File: src/rtl/ysyx_23060221_icache_pkg.sv
// ysyx_23060221_icache_pkg
// Shared definitions for the instruction cache: controller state encoding,
// AXI field constants and helpers that derive address-field widths from the
// cache geometry (SETS lines of LINE_WORDS 32-bit words).
package ysyx_23060221_icache_pkg;

    typedef enum logic [2:0] {
        IDLE,
        LOOKUP,
        MISS_AR,
        MISS_R,
        RESP
    } state_t;

    localparam logic [1:0] BURST_INCR  = 2'b01;
    localparam logic [1:0] RESP_OKAY   = 2'b00;
    localparam logic [1:0] RESP_SLVERR = 2'b10;
    localparam logic [2:0] SIZE_4B     = 3'b010;
    localparam int         ADDR_W      = 32;

    // Word-offset field width inside a line.
    function automatic int ofs_w(input int line_words);
        return $clog2(line_words);
    endfunction

    // Line-index field width.
    function automatic int idx_w(input int sets);
        return $clog2(sets);
    endfunction

    // Tag width: everything above index, offset and the byte bits [1:0].
    function automatic int tag_w(input int sets, input int line_words);
        return ADDR_W - 2 - ofs_w(line_words) - idx_w(sets);
    endfunction

endpackage

File: src/rtl/ysyx_23060221_icache_array.sv
// ysyx_23060221_icache_array
// Tag/valid/data storage for the direct-mapped instruction cache.
// Ports:
//   clk, rst (async, active-low; clears valid bits only)
//   inv                       : clear every valid bit at the next edge
//   rd_index, rd_offset       : combinational read port -> rd_word, rd_tag, rd_valid
//   wr_en, wr_index, wr_offset, wr_word : one-word data write port
//   tag_we, wr_tag            : write the tag of wr_index and mark the line valid
module ysyx_23060221_icache_array
    import ysyx_23060221_icache_pkg::*;
#(
    parameter int  SETS       = 16,
    parameter int  LINE_WORDS = 4,
    localparam int OFS_W      = ofs_w(LINE_WORDS),
    localparam int IDX_W      = idx_w(SETS),
    localparam int TAG_W      = tag_w(SETS, LINE_WORDS)
) (
    input  logic             clk,
    input  logic             rst,
    input  logic             inv,
    input  logic [IDX_W-1:0] rd_index,
    input  logic [OFS_W-1:0] rd_offset,
    output logic [31:0]      rd_word,
    output logic [TAG_W-1:0] rd_tag,
    output logic             rd_valid,
    input  logic             wr_en,
    input  logic [IDX_W-1:0] wr_index,
    input  logic [OFS_W-1:0] wr_offset,
    input  logic [31:0]      wr_word,
    input  logic             tag_we,
    input  logic [TAG_W-1:0] wr_tag
);

    logic [31:0]      data_mem [SETS*LINE_WORDS];
    logic [TAG_W-1:0] tag_mem  [SETS];
    logic [SETS-1:0]  valid;

    assign rd_word  = data_mem[{rd_index, rd_offset}];
    assign rd_tag   = tag_mem[rd_index];
    assign rd_valid = valid[rd_index];

    always_ff @(posedge clk) begin
        if (wr_en) begin
            data_mem[{wr_index, wr_offset}] <= wr_word;
        end
        if (tag_we) begin
            tag_mem[wr_index] <= wr_tag;
        end
    end

    // Invalidate wins over a same-cycle validate so a fence never leaves
    // a freshly written line visible.
    always_ff @(posedge clk or negedge rst) begin
        if (!rst) begin
            valid <= '0;
        end else if (inv) begin
            valid <= '0;
        end else if (tag_we) begin
            valid[wr_index] <= 1'b1;
        end
    end

endmodule

File: src/rtl/ysyx_23060221_icache.sv
// ysyx_23060221_icache
// Direct-mapped read-only instruction cache between the IFU AXI read master
// (s_* ports) and the memory-side AXI bus (m_* ports). Hits are answered from
// local storage two cycles after the request handshake; misses refill the whole
// line with one INCR burst and answer one cycle after the last beat.
// Ports:
//   clk, rst (async, active-low), fence_i (invalidate all lines)
//   s_ar*/s_r* : IFU-side single-word read channel (rlast=1, rid=0)
//   m_ar*/m_r* : refill read channel (line-aligned INCR burst of LINE_WORDS beats)
// Optional build macro ICACHE_PERF_EN: adds hit/miss counters updated per lookup.
module ysyx_23060221_icache
    import ysyx_23060221_icache_pkg::*;
#(
    parameter int SETS       = 16,
    parameter int LINE_WORDS = 4
) (
    input  logic        clk,
    input  logic        rst,
    input  logic        fence_i,
    input  logic        s_arvalid,
    output logic        s_arready,
    input  logic [31:0] s_araddr,
    output logic        s_rvalid,
    input  logic        s_rready,
    output logic [31:0] s_rdata,
    output logic [1:0]  s_rresp,
    output logic        s_rlast,
    output logic [3:0]  s_rid,
    output logic        m_arvalid,
    input  logic        m_arready,
    output logic [31:0] m_araddr,
    output logic [3:0]  m_arid,
    output logic [7:0]  m_arlen,
    output logic [2:0]  m_arsize,
    output logic [1:0]  m_arburst,
    input  logic        m_rvalid,
    output logic        m_rready,
    input  logic [31:0] m_rdata,
    input  logic [1:0]  m_rresp,
    input  logic        m_rlast
);

    localparam int OFS_W = ofs_w(LINE_WORDS);
    localparam int IDX_W = idx_w(SETS);
    localparam int TAG_W = tag_w(SETS, LINE_WORDS);

    state_t state, state_next;

    logic [31:0]      req_addr;
    logic [OFS_W-1:0] req_ofs;
    logic [IDX_W-1:0] req_idx;
    logic [TAG_W-1:0] req_tag;
    logic [OFS_W-1:0] beat_cnt;
    logic             err;
    logic             poison;
    logic [31:0]      rdata_q;
    logic [1:0]       rresp_q;

    logic [31:0]      rd_word;
    logic [TAG_W-1:0] rd_tag;
    logic             rd_valid;
    logic             hit;
    logic             beat_fire;
    logic             beat_err;
    logic             last_fire;
    logic             line_ok;

    assign req_ofs = req_addr[OFS_W+1:2];
    assign req_idx = req_addr[OFS_W+2 +: IDX_W];
    assign req_tag = req_addr[31 -: TAG_W];

    assign hit       = rd_valid && (rd_tag == req_tag);
    assign beat_fire = (state == MISS_R) && m_rvalid;
    assign beat_err  = (m_rresp != RESP_OKAY);
    assign last_fire = beat_fire && m_rlast;
    // A fence on the closing beat itself must also keep the line invalid.
    assign line_ok   = !err && !beat_err && !poison && !fence_i;

    ysyx_23060221_icache_array #(
        .SETS       (SETS),
        .LINE_WORDS (LINE_WORDS)
    ) u_array (
        .clk       (clk),
        .rst       (rst),
        .inv       (fence_i),
        .rd_index  (req_idx),
        .rd_offset (req_ofs),
        .rd_word   (rd_word),
        .rd_tag    (rd_tag),
        .rd_valid  (rd_valid),
        .wr_en     (beat_fire),
        .wr_index  (req_idx),
        .wr_offset (beat_cnt),
        .wr_word   (m_rdata),
        .tag_we    (last_fire && line_ok),
        .wr_tag    (req_tag)
    );

    // Constant / derived outputs
    assign s_rdata   = rdata_q;
    assign s_rresp   = rresp_q;
    assign s_rlast   = s_rvalid;
    assign s_rid     = 4'd0;
    assign m_araddr  = {req_tag, req_idx, {(OFS_W+2){1'b0}}};
    assign m_arid    = 4'd0;
    assign m_arlen   = 8'(LINE_WORDS - 1);
    assign m_arsize  = SIZE_4B;
    assign m_arburst = BURST_INCR;

    always_ff @(posedge clk or negedge rst) begin
        if (!rst) begin
            state <= IDLE;
        end else begin
            state <= state_next;
        end
    end

    always_comb begin
        state_next = state;
        s_arready  = 1'b0;
        s_rvalid   = 1'b0;
        m_arvalid  = 1'b0;
        m_rready   = 1'b0;
        case (state)
            IDLE: begin
                // Held low while reset is asserted even though state is IDLE.
                s_arready = rst;
                if (s_arvalid) begin
                    state_next = LOOKUP;
                end
            end
            LOOKUP: begin
                state_next = hit ? RESP : MISS_AR;
            end
            MISS_AR: begin
                m_arvalid = 1'b1;
                if (m_arready) begin
                    state_next = MISS_R;
                end
            end
            MISS_R: begin
                m_rready = 1'b1;
                if (m_rvalid && m_rlast) begin
                    state_next = RESP;
                end
            end
            RESP: begin
                s_rvalid = 1'b1;
                if (s_rready) begin
                    state_next = IDLE;
                end
            end
            default: begin
                state_next = IDLE;
            end
        endcase
    end

    // Request address is only meaningful after a handshake, so it needs no reset.
    always_ff @(posedge clk) begin
        if (state == IDLE && s_arvalid) begin
            req_addr <= s_araddr;
        end
    end

    always_ff @(posedge clk or negedge rst) begin
        if (!rst) begin
            beat_cnt <= '0;
            err      <= 1'b0;
            poison   <= 1'b0;
            rdata_q  <= '0;
            rresp_q  <= RESP_OKAY;
        end else begin
            case (state)
                IDLE: begin
                    beat_cnt <= '0;
                    err      <= 1'b0;
                    poison   <= 1'b0;
                end
                LOOKUP: begin
                    if (hit) begin
                        rdata_q <= rd_word;
                        rresp_q <= RESP_OKAY;
                    end
                end
                MISS_R: begin
                    if (m_rvalid) begin
                        beat_cnt <= beat_cnt + 1'b1;
                        if (beat_cnt == req_ofs) begin
                            rdata_q <= m_rdata;
                        end
                        if (beat_err) begin
                            err <= 1'b1;
                        end
                        if (m_rlast) begin
                            rresp_q <= (err || beat_err) ? RESP_SLVERR : RESP_OKAY;
                        end
                    end
                end
                default: ;
            endcase
            // The refill still runs to completion; poison only blocks validation.
            if (fence_i && (state == MISS_AR || state == MISS_R)) begin
                poison <= 1'b1;
            end
        end
    end

`ifdef ICACHE_PERF_EN
    logic [31:0] hit_cnt;
    logic [31:0] miss_cnt;

    always_ff @(posedge clk or negedge rst) begin
        if (!rst) begin
            hit_cnt  <= '0;
            miss_cnt <= '0;
        end else if (state == LOOKUP) begin
            if (hit) begin
                hit_cnt <= hit_cnt + 32'd1;
            end else begin
                miss_cnt <= miss_cnt + 32'd1;
            end
        end
    end
`endif

endmodule

File: config.mk
export PLATFORM = sky130hd
export DESIGN_NAME = ysyx_23060221_icache
export DESIGN_NICKNAME = d
export VERILOG_FILES = /design/src/rtl/ysyx_23060221_icache_pkg.sv /design/src/rtl/ysyx_23060221_icache_array.sv /design/src/rtl/ysyx_23060221_icache.sv
export SDC_FILE = /design/constraint.sdc
export NUM_CORES = 2
export LEC_CHECK = 0
export ABC_CLOCK_PERIOD_IN_PS = 16100
export BUFFER_PORTS_ARGS = -buffer_cell sky130_fd_sc_hd__buf_2
export CAP_MARGIN = 0
export CORE_MARGIN = 2
export CORE_UTILIZATION = 50
export DETAILED_ROUTE_END_ITERATION = 8
export GPL_ROUTABILITY_DRIVEN = 0
export PLACE_DENSITY = 0.72
export SLEW_MARGIN = 10
export SYNTH_ARGS = -nofsm -noshare
export SYNTH_HDL_FRONTEND = slang
export SYNTH_SLANG_ARGS = --single-unit
File: constraint.sdc
create_clock -name clk -period 16.1 [get_ports clk]
set_input_delay 3.22 -clock clk [delete_from_list [all_inputs] [get_ports clk]]
set_output_delay 3.22 -clock clk [all_outputs]
set_load 0.03 [all_outputs]
==> flow_metrics.tcl <==
set metrics [dict create \
    status "finished, final reports clean" \
    report.final.hold_viol_count 0 \
    yosys_register_bits 2524 \
    rsz0062_at_grt "no" \
    clk_pin_slew_ps 60 \
    wl_met3_um 27800 \
    synth_flop_cell "edfxtp_1" \
    criticalPathCategory "in2out" \
    arrival_ps 4530 \
    setup_viol 0 \
    period_minus_slack_ps 7750 \
    rr_worst_depth 11 \
    layout.cells.most_common "edfxtp_1" \
    tightest_slew_ps 1330 \
    die-area_sq_um 199000 \
    powerDensity_nw_per_um2 147 \
    ys_warn_count 0 \
    synthArstFlopShare 0.0222 \
    wl_per_cell_um 33.4 \
    ys_types 71 \
    dr.pass1.iters 6 \
    die_h_um 447 \
    root_buffer "clkbuf_16" \
    die_w_um 447 \
    cts_buffers 231 \
    postCtsSetupBuffers 0 \
    synth_area_sq_um 98000 \
    antenna_found_initial 4 \
    grt_use_total 0.258 \
    clockBufferDepth 3 \
    relSlewSlack 0.109 \
    leakage_uw 0.0345 \
    clk_latency_ps 880 \
    grt_max_degree 132 \
    drc 0 \
    pin_count 166 \
    grt_pass1_vias 49306 \
    postSynthAreaPerCell_sq_um 21.1 \
    hold_buffers 0 \
    fillerInstances 14007 \
    routed_wirelength_um 258000 \
    ys_seq_area_frac 0.770 \
    cts_resized 0 \
    setup_tns_ps 0 \
    cts_sinks 2524 \
    row_count 162 \
    top_layer "met5" \
    initial_core_util 0.503 \
    vias 49833 \
    ir_worst_vdd_mv 0.140 \
    drv_cap 0 \
    wl_met2_um 123000 \
    hpwlAfterDp_um 140000 \
    drive_above_1_share 0.281 \
    overflow 0 \
    critPathMaxFanout 57 \
    dp_cells 7284 \
    via_per_inst 6.46 \
    finalCritPeriodShare 0.481 \
    grt_pass1_wl_um 362000 \
    routedLengthMet1_um 94800 \
    end_kind "primary output" \
    critical_path_required_ps 12880 \
    postSynthCellCount 4637 \
    min_path_cells 2 \
    layout.nets 4967 \
    hold_path_class "reg2reg" \
    h-tree-depth 4 \
    most-common-layout-cells "edfxtp_1, mux4_2, clkbuf_16" \
    drt_iter0_drc 7331 \
    fmax_ghz 0.129 \
    fin_skew_ps 47.5 \
    synth_edf_count 2462 \
    core_area_sq_um 195000 \
    cts_tree "built" \
    slew_viol_final 0 \
    area_growth_pct 12.2 \
    io_buffers 137 \
    ant_nets 0 \
    start_kind "input pin" \
    fin_cells 7718 \
]
==> layer usage <==
metal | track usage | vias up
met4 | 0.118 | 2
met3 | 0.0530 | 518
met5 | 0 | -
met2 | 0.406 | 3259
met1 | 0.349 | 26210
li1 | - | 19844
==> critical path: stages <==
cell and delay [ps]:
buf_2 80, buf_4 640, nor4b_1 300, buf_2 250
==> cell usage after synthesis, types with 6 or more instances <==
master	n	area (sq um)
a211oi_1	26	195
a211oi_2	8	100
a21oi_1	57	285
a221o_1	24	240
a221oi_1	11	96.3
a22o_1	24	210
a22oi_1	104	781
a31oi_1	12	75.1
and2_1	9	56.3
and3_1	11	68.8
buf_1	32	120
buf_2	78	390
buf_4	71	533
buf_6	11	124
clkbuf_1	117	439
dfrtp_1	56	1400
dfxtp_1	6	120
edfxtp_1	2462	73900
mux2_2	111	1250
mux2i_1	112	1120
mux4_2	553	12500
nand2_1	95	357
nand2b_1	16	100
nand3_1	58	290
nand3b_1	10	75.1
nor2_1	215	807
nor2b_1	19	119
nor3_1	64	320
nor4_1	27	169
o21ai_0	38	190
o22ai_1	60	375
o31ai_1	8	60.1
or2_2	8	50.1
or3_1	9	56.3
xnor2_1	13	114
xor2_1	21	184
==> final timing paths <==
kind | startpoint | to | slack [ps]
min in group asynchronous | rst | poison | 2570
max in group asynchronous | rst | s_rdata[7] | 12840
worst max-delay path | rst | s_arready | 8350
worst min-delay path | u_array.valid[1] | u_array.valid[1] | 500
worst max register to register | register | s_rdata[17] | 9790
worst min register to register | u_array.valid[1] | u_array.valid[1] | 500
==> flip-flops by register name (all words and copies together), names as in the netlist, named ones only <==
name,cells
poison,1
beat_cnt,2
s_rdata,32
req_addr,30
s_rresp,1
u_array.tag_mem,384
u_array.data_mem,2048
u_array.valid,16
err,1
state,3
==> stage by stage <==
step | setup slack, ps | power [uW] | utilization | hold slack, ps | area (sq um)
after floorplan | 8650 | 9650 | - | 461 | 98000
after global placement | 8300 | 10800 | 0.526 | 476 | 102000
after detailed placement | 8320 | 10800 | 0.526 | 488 | 102000
after CTS | 8300 | 16200 | 0.564 | 500 | 110000
after global routing | 8200 | 16600 | 0.564 | 526 | 110000
final | 8350 | 16100 | 0.564 | 499 | 110000
==> cell families after synthesis <==
group / synth area share
DFF: 0.770
buffers and inverters: 0.0169
other: 0.0000767
muxes: 0.151
and+or+nand+nor: 0.0273
AOI/OAI and AO/OA: 0.0311
xor gates and xnor gates: 0.00304
==> cell type report <==
cell class                 count  area (sq um)  area share
antenna                        5          12.5    0.000114
clock buffer                 280          6130      0.0558
tap                         2624          3280      0.0299
timing repair buffer         309          2010      0.0183
sequential                  2524         75500       0.687
inverter                       9          33.8    0.000307
clock inverter               149          1380      0.0126
multi-input combinational   1818         21600       0.196
==> power breakdown <==
group / switching (uW) / internal (uW)
logic: 1980 / 1220
registers: 175 / 7340
clock network: 2380 / 3040
total: 4540 / 11600
Note: power is estimated with default switching activity, not from simulation.
